File: config.mk
export PLATFORM = sky130hd
export DESIGN_NAME = mv_host_sequencer_flat
export DESIGN_NICKNAME = d
export VERILOG_FILES = /design/src/rtl/mv_host_sequencer_if.sv /design/src/rtl/mv_host_sequencer.sv /design/src/flat_wrapper.sv
export SDC_FILE = /design/constraint.sdc
export NUM_CORES = 1
export LEC_CHECK = 0
export ABC_CLOCK_PERIOD_IN_PS = 5400
export CAP_MARGIN = 20
export CORE_AREA = 2 2 174 176
export CTS_BUF_LIST = sky130_fd_sc_hd__clkbuf_4
export DETAILED_ROUTE_END_ITERATION = 6
export DIE_AREA = 0 0 176 178
export SYNTH_ARGS = -nofsm -noshare
export SYNTH_HDL_FRONTEND = slang
export SYNTH_SLANG_ARGS = --single-unit
File: constraint.sdc
create_clock -name clk -period 5.4 [get_ports clk]
set_input_delay 0.81 -clock clk [delete_from_list [all_inputs] [get_ports clk]]
set_output_delay 0.81 -clock clk [all_outputs]
set_load 0.01 [all_outputs]
File: src/rtl/mv_host_sequencer_if.sv
// 32-bit valid/ready stream bundle, used for both the load stream and the result stream.
interface mv_host_sequencer_if;
  logic        valid;
  logic        ready;
  logic [31:0] data;

  modport master (output valid, output data, input ready);
  modport slave  (input valid, input data, output ready);
endinterface

File: src/rtl/mv_host_sequencer.sv
// Host-side sequencer for the P=2 matrix-vector accelerator: loads W/x from a stream,
// clears y, starts the accelerator, waits for done, then streams y1 followed by y2 out.
module mv_host_sequencer #(
  parameter int addr_W_size = 16,
  parameter int addr_x_size = 12,
  parameter int addr_y_size = 12,
  parameter int length_M    = 128,
  parameter int length_N    = 128
) (
  input  logic                   clk,
  input  logic                   reset,
  input  logic                   go,
  output logic                   busy,
  mv_host_sequencer_if.slave     s_if,
  mv_host_sequencer_if.master    m_if,
  output logic [31:0]            ps_control,
  input  logic [31:0]            pl_status,
  output logic [addr_W_size-1:0] bram_addr_W1,
  output logic [addr_W_size-1:0] bram_addr_W2,
  output logic [31:0]            bram_wrdata_W1,
  output logic [31:0]            bram_wrdata_W2,
  output logic [3:0]             bram_we_W1,
  output logic [3:0]             bram_we_W2,
  output logic [addr_x_size-1:0] bram_addr_x,
  output logic [31:0]            bram_wrdata_x,
  output logic [3:0]             bram_we_x,
  output logic [addr_y_size-1:0] bram_addr_y1,
  output logic [addr_y_size-1:0] bram_addr_y2,
  output logic [31:0]            bram_wrdata_y1,
  output logic [31:0]            bram_wrdata_y2,
  output logic [3:0]             bram_we_y1,
  output logic [3:0]             bram_we_y2,
  input  logic [31:0]            bram_rddata_y1,
  input  logic [31:0]            bram_rddata_y2
);
  localparam int H  = length_M / 2;
  localparam int HN = H * length_N;
  localparam int MN = length_M * length_N;
  localparam int CW = $clog2(MN + 1);

  typedef enum logic [2:0] {
    IDLE, LOAD_W, LOAD_X, CLR_Y, START, ACK, DRAIN_ADDR, DRAIN_DATA
  } state_t;

  state_t        state_q, state_d;
  logic [CW-1:0] cnt_q, cnt_d, cnt_inc;
  logic          held_q, held_d;
  logic [31:0]   m_data_q, m_data_d;
  logic          s_hs, m_hs, w1_sel, y1_sel;
  logic [31:0]   rd_sel, m_word;
  logic          unused_status;

  assign unused_status = ^pl_status[31:1];
  assign cnt_inc       = cnt_q + CW'(1);
  assign w1_sel        = cnt_q < CW'(HN);
  assign y1_sel        = cnt_q < CW'(H);
  assign busy          = state_q != IDLE;
  // reset also blocks the handshake so nothing is written on the abort cycle
  assign s_if.ready    = ~reset && (state_q == LOAD_W || state_q == LOAD_X);
  assign s_hs          = s_if.valid && s_if.ready;
  assign m_hs          = m_if.valid && m_if.ready;
  assign rd_sel        = y1_sel ? bram_rddata_y1 : bram_rddata_y2;
  // first data cycle passes the BRAM word through; later stall cycles replay the capture
  assign m_word        = held_q ? m_data_q : rd_sel;

  always_ff @(posedge clk) begin
    if (reset) begin
      state_q  <= IDLE;
      cnt_q    <= '0;
      held_q   <= 1'b0;
      m_data_q <= '0;
    end else begin
      state_q  <= state_d;
      cnt_q    <= cnt_d;
      held_q   <= held_d;
      m_data_q <= m_data_d;
    end
  end

  always_comb begin
    state_d  = state_q;
    cnt_d    = cnt_q;
    held_d   = 1'b0;
    m_data_d = '0;
    unique case (state_q)
      IDLE: if (go) begin
        state_d = LOAD_W;
        cnt_d   = '0;
      end
      LOAD_W: if (s_hs) begin
        if (cnt_q == CW'(MN - 1)) begin
          state_d = LOAD_X;
          cnt_d   = '0;
        end else cnt_d = cnt_inc;
      end
      LOAD_X: if (s_hs) begin
        if (cnt_q == CW'(length_N - 1)) begin
          state_d = CLR_Y;
          cnt_d   = '0;
        end else cnt_d = cnt_inc;
      end
      CLR_Y: begin
        if (cnt_q == CW'(H - 1)) begin
          state_d = START;
          cnt_d   = '0;
        end else cnt_d = cnt_inc;
      end
      START: if (pl_status[0]) state_d = ACK;
      ACK: if (!pl_status[0]) begin
        state_d = DRAIN_ADDR;
        cnt_d   = '0;
      end
      DRAIN_ADDR: state_d = DRAIN_DATA;
      DRAIN_DATA: begin
        held_d   = 1'b1;
        m_data_d = m_word;
        if (m_hs) begin
          if (cnt_q == CW'(length_M - 1)) state_d = IDLE;
          else begin
            state_d = DRAIN_ADDR;
            cnt_d   = cnt_inc;
          end
        end
      end
      default: state_d = IDLE;
    endcase
  end

  always_comb begin
    bram_addr_W1   = '0;
    bram_addr_W2   = '0;
    bram_wrdata_W1 = '0;
    bram_wrdata_W2 = '0;
    bram_we_W1     = '0;
    bram_we_W2     = '0;
    bram_addr_x    = '0;
    bram_wrdata_x  = '0;
    bram_we_x      = '0;
    bram_addr_y1   = '0;
    bram_addr_y2   = '0;
    bram_wrdata_y1 = '0;
    bram_wrdata_y2 = '0;
    bram_we_y1     = '0;
    bram_we_y2     = '0;
    ps_control     = '0;
    m_if.valid     = 1'b0;
    m_if.data      = '0;
    unique case (state_q)
      LOAD_W: begin
        if (w1_sel) begin
          bram_addr_W1   = addr_W_size'({cnt_q, 2'b00});
          bram_wrdata_W1 = s_if.data;
          bram_we_W1     = {4{s_hs}};
        end else begin
          bram_addr_W2   = addr_W_size'({cnt_q - CW'(HN), 2'b00});
          bram_wrdata_W2 = s_if.data;
          bram_we_W2     = {4{s_hs}};
        end
      end
      LOAD_X: begin
        bram_addr_x   = addr_x_size'({cnt_q, 2'b00});
        bram_wrdata_x = s_if.data;
        bram_we_x     = {4{s_hs}};
      end
      CLR_Y: begin
        bram_addr_y1 = addr_y_size'({cnt_q, 2'b00});
        bram_addr_y2 = addr_y_size'({cnt_q, 2'b00});
        bram_we_y1   = {4{~reset}};
        bram_we_y2   = {4{~reset}};
      end
      START: ps_control = 32'd1;
      DRAIN_ADDR, DRAIN_DATA: begin
        if (y1_sel) bram_addr_y1 = addr_y_size'({cnt_q, 2'b00});
        else        bram_addr_y2 = addr_y_size'({cnt_q - CW'(H), 2'b00});
        if (state_q == DRAIN_DATA) begin
          m_if.valid = 1'b1;
          m_if.data  = m_word;
        end
      end
      default: ;
    endcase
  end
endmodule
File: src/flat_wrapper.sv
// flat-port wrapper written by rule: the top's interface ports become plain ports
module mv_host_sequencer_flat 
#(
  parameter int addr_W_size = 16,
  parameter int addr_x_size = 12,
  parameter int addr_y_size = 12,
  parameter int length_M    = 128,
  parameter int length_N    = 128
)
  (clk, reset, go, busy, ps_control, pl_status, bram_addr_W1, bram_addr_W2, bram_wrdata_W1, bram_wrdata_W2, bram_we_W1, bram_we_W2, bram_addr_x, bram_wrdata_x, bram_we_x, bram_addr_y1, bram_addr_y2, bram_wrdata_y1, bram_wrdata_y2, bram_we_y1, bram_we_y2, bram_rddata_y1, bram_rddata_y2, s_if_valid, s_if_data, s_if_ready, m_if_valid, m_if_data, m_if_ready);
  mv_host_sequencer_if s_if_i ();
  mv_host_sequencer_if m_if_i ();
  input  logic clk;
  input  logic reset;
  input  logic go;
  output logic busy;
  output logic [31:0] ps_control;
  input  logic [31:0] pl_status;
  output logic [addr_W_size-1:0] bram_addr_W1;
  output logic [addr_W_size-1:0] bram_addr_W2;
  output logic [31:0] bram_wrdata_W1;
  output logic [31:0] bram_wrdata_W2;
  output logic [3:0] bram_we_W1;
  output logic [3:0] bram_we_W2;
  output logic [addr_x_size-1:0] bram_addr_x;
  output logic [31:0] bram_wrdata_x;
  output logic [3:0] bram_we_x;
  output logic [addr_y_size-1:0] bram_addr_y1;
  output logic [addr_y_size-1:0] bram_addr_y2;
  output logic [31:0] bram_wrdata_y1;
  output logic [31:0] bram_wrdata_y2;
  output logic [3:0] bram_we_y1;
  output logic [3:0] bram_we_y2;
  input  logic [31:0] bram_rddata_y1;
  input  logic [31:0] bram_rddata_y2;
  input wire logic [$bits(s_if_i.valid)-1:0] s_if_valid;
  input wire logic [$bits(s_if_i.data)-1:0] s_if_data;
  output wire logic [$bits(s_if_i.ready)-1:0] s_if_ready;
  output wire logic [$bits(m_if_i.valid)-1:0] m_if_valid;
  output wire logic [$bits(m_if_i.data)-1:0] m_if_data;
  input wire logic [$bits(m_if_i.ready)-1:0] m_if_ready;
  assign s_if_i.valid = s_if_valid;
  assign s_if_i.data = s_if_data;
  assign s_if_ready = s_if_i.ready;
  assign m_if_valid = m_if_i.valid;
  assign m_if_data = m_if_i.data;
  assign m_if_i.ready = m_if_ready;
  mv_host_sequencer #(.addr_W_size(addr_W_size), .addr_x_size(addr_x_size), .addr_y_size(addr_y_size), .length_M(length_M), .length_N(length_N)) u_core (.clk(clk), .reset(reset), .go(go), .busy(busy), .s_if(s_if_i), .m_if(m_if_i), .ps_control(ps_control), .pl_status(pl_status), .bram_addr_W1(bram_addr_W1), .bram_addr_W2(bram_addr_W2), .bram_wrdata_W1(bram_wrdata_W1), .bram_wrdata_W2(bram_wrdata_W2), .bram_we_W1(bram_we_W1), .bram_we_W2(bram_we_W2), .bram_addr_x(bram_addr_x), .bram_wrdata_x(bram_wrdata_x), .bram_we_x(bram_we_x), .bram_addr_y1(bram_addr_y1), .bram_addr_y2(bram_addr_y2), .bram_wrdata_y1(bram_wrdata_y1), .bram_wrdata_y2(bram_wrdata_y2), .bram_we_y1(bram_we_y1), .bram_we_y2(bram_we_y2), .bram_rddata_y1(bram_rddata_y1), .bram_rddata_y2(bram_rddata_y2));
endmodule
==> results_dict.tcl, run 1 <==
set metrics [dict create \
    synth-edff-count 0 \
    tns_ps 0 \
    avgSynthCellArea_um2 7.81 \
    routabilityCongestion 0.739 \
    dieHeight_um 178 \
    dieArea_um2 31300 \
    vias 4876 \
    routedWlPerCell_um 14.4 \
    grt_usage_pct 10.9 \
    met1_length_mm 7.83 \
    wl_met3_mm 1.65 \
    clk_pin_slew_ps 190 \
    areaGrowthSynthToFinish_pct 60.2 \
    ys_seq_area_share_pct 20.4 \
    holdWs_ps 563 \
    final_core_util_pct 27.3 \
    pwr-share-clk_pct 15.6 \
    final-setup-viol-count 0 \
    syn_area_um2 5010 \
    synth.distinct_cells 44 \
    drc 0 \
    stdcell_area_um2 8020 \
    max_cap_viol_count 0 \
    worstPathRequired_ps 4590 \
    post-place-ws_ps 1010 \
    finalCritPeriodShare_pct 83.1 \
    relSlewSlack_pct 32.6 \
    synth_area_leaders "dfxtp_1 (20%), buf_4 (18%), and2_1 (16%)" \
    post-cts-setup-buffers 0 \
    slew_violations 0 \
    worst_slack_ps 912 \
    grt_pass1_vias 4579 \
    crit_arrival_ps 3680 \
    crit_type "flip-flop to primary output" \
    synthFlopType "dfxtp_1" \
    placed_area_um2 7930 \
    grt_first_pass_wirelength_mm 26.4 \
    dpl.hpwl_mm 14.4 \
    period_needed_ps 4490 \
    drt-initial-drc-count 137 \
    viasPerCell 3.77 \
    skew_ps 27.0 \
    nets 1041 \
    powerDensity_nw_per_um2 164 \
    core_area_um2 29400 \
    htreeDepth 2 \
    cp_max_fo 31 \
    share_seq_of_total_power_pct 32.3 \
    power_leakage_nw 2.93 \
    postCtsResizedCells 0 \
    met2WireLength_mm 8.90 \
    die_x_um 176 \
    io_buffers 310 \
    hp-class "flip-flop to flip-flop" \
    vdd_drop_max_v 0.0000769 \
    top_layer_used "met4" \
    p_int_uw 780 \
    outcome "finished clean" \
    switching_power_uw 533 \
    overflow 0 \
    drt-pass1-iter-count 4 \
    end_kind "primary output" \
    hold_viol 0 \
    final_antenna_net_count 0 \
    cts_tree "yes" \
    rows 63 \
    synth_cells 641 \
    clock_latency_ps 420 \
    numCtsBuffers 5 \
    grt_setup_unrepaired "no" \
    initial_core_util_pct 17.0 \
    cts_buffer_depth 2 \
    drive_gt1_share_pct 6.53 \
    grt_start_max_net_pins 46 \
    ios 448 \
    startpoint_type "flip-flop" \
    fmax_ghz 0.223 \
    clockRootBuffer "clkbuf_4" \
    ys_ff_latch 51 \
    ctsHoldBuffers 0 \
    antenna_found_initial 1 \
    async_reset_ff_share_pct 0 \
    tightest_slew_ps 1010 \
    routed_wl_mm 18.7 \
    p_sw_share_pct 40.6 \
    synth_top_area_cell "dfxtp_1" \
    yosys.area.top_type_share_pct 20.4 \
    p_comb_share_pct 52.1 \
    cts_sinks 51 \
    synth_warnings 0 \
]
## power groups by stage
| stage | combinational, mW | sequential, mW | clock (mW) |
|---|---|---|---|
| after detailed placement | 0.691 | 0.431 | 0 |
| after CTS | 0.697 | 0.423 | 0.223 |
| final | 0.684 | 0.424 | 0.205 |
| after global routing | 0.749 | 0.427 | 0.234 |
| after floorplan | 0.411 | 0.407 | 0 |
| after global placement | 0.692 | 0.431 | 0 |
## synthesized netlist by cell type, drive strengths merged, types with 2 or more instances
| master | number |
|---|---|
| a21oi | 4 |
| a31oi | 2 |
| a32o | 2 |
| and2 | 127 |
| and3 | 5 |
| buf | 134 |
| clkbuf | 34 |
| dfxtp | 51 |
| ha | 5 |
| inv | 10 |
| mux2 | 32 |
| mux2i | 32 |
| nand2 | 11 |
| nand2b | 2 |
| nand3 | 8 |
| nand4 | 4 |
| nor2 | 60 |
| nor2b | 15 |
| nor3 | 49 |
| nor3b | 2 |
| nor4 | 10 |
| o21bai | 5 |
| o22ai | 2 |
| o31ai | 2 |
| or2 | 2 |
| or3 | 4 |
| xnor2 | 15 |
## final timing paths
path                         endpoint           startpoint  slack (ps)  cells after the start
setup / recovery        m_if_data[31]      u_core.cnt_q[8]         910                      8
hold / removal    u_core.m_data_q[26]  u_core.m_data_q[26]         560                      2
setup reg to reg      u_core.cnt_q[6]      u_core.cnt_q[0]        2310                      7
hold reg to reg   u_core.m_data_q[26]  u_core.m_data_q[26]         560                      2
## flip-flops by register name (all words and copies together) (netlist names)
name	cells
u_core.state_q	3
u_core.m_data_q	32
u_core.cnt_q	15
u_core.held_q	1
## worst max-delay path, cell delays in order (launching register included)
cell,delay [ps]
dfxtp_1,460
or4_4,580
or2_4,280
or3_2,530
buf_12,240
mux2_2,290
mux2i_1,280
nor2_1,70
clkdlybuf4s50_1,510
## through the flow
step           std cells  power (mW)
2_1_floorplan        746       0.818
3_3_place_gp        1285        1.12
3_5_place_dp        1285        1.12
4_1_cts             1293        1.34
5_1_grt             1295        1.41
6_report            1295        1.31
## cell usage in the layout (no fill, tap or decap), types with 7 or more instances in the layout
master / synthesis / layout
mux2i_1: 32 / 32
xnor2_1: 15 / 15
inv_1: 10 / 10
clkdlybuf4s50_1: 0 / 309
nor3_1: 49 / 47
dfxtp_1: 51 / 50
nand2_1: 11 / 11
nand3_1: 8 / 7
buf_4: 123 / 7
conb_1: 1 / 106
mux2_4: 27 / 27
nor2b_1: 15 / 15
nor4_1: 10 / 10
and2_1: 127 / 127
nor2_1: 60 / 59
## cell families (layout without fill, tap and decap cells)
| group | after synthesis | in the layout | synth area share [%] |
|---|---|---|---|
| mux | 64 | 64 | 15.6 |
| fa+ha+maj | 5 | 5 | 1.25 |
| xor+xnor | 16 | 16 | 2.80 |
| compound gates | 25 | 25 | 3.72 |
| simple gates | 301 | 301 | 32.9 |
| buf+inv | 178 | 336 | 23.2 |
| flops | 51 | 51 | 20.4 |
| other cells | 1 | 107 | 0.0749 |
## per-layer routing
| metal | track usage, % | vias to the layer above |
|---|---|---|
| li1 | - | 2394 |
| met1 | 13.3 | 2193 |
| met2 | 18.8 | 273 |
| met3 | 3.35 | 16 |
| met4 | 2.58 | 0 |
| met5 | 0 | - |
## cell type report
type,count,area [um2]
well taps,390,488
multi-input cells,517,3230
fillers,3130,21400
diodes,1,2.50
clock buffers,5,37.5
repair buffers,318,3170
flip-flops and latches,51,1020
inverters,10,37.5
clock inverters,3,28.8
No activity file was read; power rests on OpenSTA's default activity.
==> run 2, diff against run 1 <==
--- a/config.mk
+++ b/config.mk
@@ -5,12 +5,12 @@
 export SDC_FILE = /design/constraint.sdc
 export NUM_CORES = 1
 export LEC_CHECK = 0
-export ABC_CLOCK_PERIOD_IN_PS = 5400
+export ABC_CLOCK_PERIOD_IN_PS = 3700
 export CAP_MARGIN = 20
-export CORE_AREA = 2 2 174 176
+export CORE_AREA = 2 2 175 177
 export CTS_BUF_LIST = sky130_fd_sc_hd__clkbuf_4
 export DETAILED_ROUTE_END_ITERATION = 6
-export DIE_AREA = 0 0 176 178
+export DIE_AREA = 0 0 177 179
 export SYNTH_ARGS = -nofsm -noshare
 export SYNTH_HDL_FRONTEND = slang
 export SYNTH_SLANG_ARGS = --single-unit
==> constraint.sdc (replaced) <==
create_clock -name clk -period 3.7 [get_ports clk]
set_input_delay 0.555 -clock clk [delete_from_list [all_inputs] [get_ports clk]]
set_output_delay 0.555 -clock clk [all_outputs]
set_load 0.01 [all_outputs]
==> run 2 against run 1 <==
Against the previous run:
- sequential power up 43%
- non-clock buffer count up 34
- die area up 1.1%
- clock power up 120%
- core utilization up 0.93 points
- sequential cell count unchanged
- routed wire length up 9.1%
- highest routed layer unchanged
==> results_dict.tcl, run 2 (synthesized netlist as in run 1, its figures left out) <==
set metrics [dict create \
    outcome "finished clean" \
    grt_usage_pct 11.5 \
    largest_reg_flops 32 \
    worstPathRequired_ps 3140 \
    powerDensity_nw_per_um2 250 \
    drc 0 \
    cts_tree "yes" \
    drt-initial-drc-count 135 \
    startpoint_type "flip-flop" \
    cts_sinks 51 \
    grt_pass1_vias 4796 \
    r2r_setup_slack_ps 800 \
    htreeDepth 2 \
    n_fill_cell 3219 \
    skew_ps 17.6 \
    areaGrowthSynthToFinish_pct 69.3 \
    regMostFlops "u_core.m_data_q" \
    hold_viol 0 \
    seqCellArea_um2 1020 \
    dp.cells 1305 \
    period_needed_ps 3690 \
    final_common_cell "clkdlybuf4s50_1" \
    nets 1075 \
    viasPerCell 3.79 \
    holdWs_ps 562 \
    cp_max_fo 12 \
    grt_first_pass_wirelength_mm 27.8 \
    io_buffers 310 \
    multi_input_area_um2 3340 \
    cts_buffer_depth 2 \
    fmax_ghz 0.271 \
    tightest_slew_ps 665 \
    numCtsBuffers 5 \
    worst_slack_ps 12.9 \
    power_leakage_nw 3.46 \
    routedWlPerCell_um 15.3 \
    routed_wl_mm 20.4 \
    end_kind "primary output" \
    mostFrequentLayoutCells "clkdlybuf4s50_1 (265), and2_1 (127), conb_1 (106), nor2_1 (58), dfxtp_1 (49)" \
    overflow 0 \
    vdd_drop_max_v 0.000187 \
    final_core_util_pct 28.2 \
    core_area_um2 30000 \
    grt_setup_unrepaired "yes" \
    relSlewSlack_pct 55.7 \
    drt-pass1-iter-count 4 \
    dieArea_um2 31700 \
    vias 5054 \
    post-place-ws_ps 186 \
    final_antenna_net_count 0 \
    rows 64 \
    drive_gt1_share_pct 12.3 \
    antenna_found_initial 2 \
    grt_start_max_net_pins 47 \
    reg_top3 "u_core.m_data_q (32), u_core.cnt_q (15), u_core.state_q (3)" \
    max_cap_viol_count 0 \
    final-setup-viol-count 0 \
    hp-class "flip-flop to flip-flop" \
    dpl.hpwl_mm 15.5 \
    crit_type "flip-flop to primary output" \
    fin_cells 1335 \
    clock_latency_ps 410 \
    initial_core_util_pct 16.7 \
    clockRootBuffer "clkbuf_4" \
    die_x_um 177 \
    ios 448 \
    dieHeight_um 179 \
    routabilityCongestion 0.821 \
    clk_pin_slew_ps 180 \
    slew_violations 0 \
    crit_arrival_ps 3130 \
    p_total_mw 2.12 \
    finalCritPeriodShare_pct 99.7 \
]
-- run 2: changes by cell type in the layout (fill, tap and decap cells not counted), sizes merged --
cell | before | now
buf | 9 | 43
bufinv | 0 | 2
clkbuf | 5 | 11
clkdlybuf4s15 | 0 | 3
clkdlybuf4s50 | 309 | 265
clkinv | 2 | 0
dlygate4sd2 | 0 | 28
dlymetal6s2s | 0 | 7
-- run 2: area by class of cell --
cell class              instances  share of cell area [%]
repair buffers                352                    40.9
clock buffers                   5                   0.443
inverters                      10                   0.443
diodes                          1                  0.0295
multi-input cells             517                    39.4
well taps                     396                    5.85
clock inverters                 3                   0.842
flip-flops and latches         51                    12.1
-- run 2: path summary, 6_finish.rpt --
check,cells after the start,start,endpoint
max reg2reg,7,u_core.cnt_q[0],u_core.cnt_q[9]
min reg2reg,2,u_core.m_data_q[10],u_core.m_data_q[10]
min,2,u_core.m_data_q[10],u_core.m_data_q[10]
max,9,u_core.cnt_q[8],m_if_data[15]
-- run 2: power by group --
part	leakage (nW)	switching [mW]	internal, mW
logic	2.99	0.537	0.533
clock network	0.0573	0.226	0.215
registers	0.412	0.0406	0.566
-- run 2: through the flow --
step	instance area, um2	setup TNS, ps
detailed placement	8100	0
floorplan	5400	0
finish	8470	0
CTS	8250	-592
global route	8470	-1370
global placement	8100	0
-- run 2: layer usage --
metal | up-vias | global-route usage [%] | part of all wire [%]
met4 | 0 | 2.07 | 0.88
met5 | - | 0 | 0
met2 | 261 | 20.3 | 49
li1 | 2454 | - | -
met3 | 16 | 3.27 | 8.3
met1 | 2323 | 14.0 | 42
-- run 2: timing repair --
item                       CTS  global route
resized for setup           48            35
setup endpoints to repair   44            25
pin swaps                    1             1
cloned                       1             0
hold buffers                 0             0
buffers inserted             3            17
-- run 2: worst max-delay path, stage by stage (launching register included) --
cell           delay [ps]
dfxtp_2               360
or4_4                 540
or2_4                 270
or3_4                 410
buf_16                180
buf_4                 160
mux2_4                290
mux2i_1               170
nor2_1                 70
dlygate4sd2_1         280
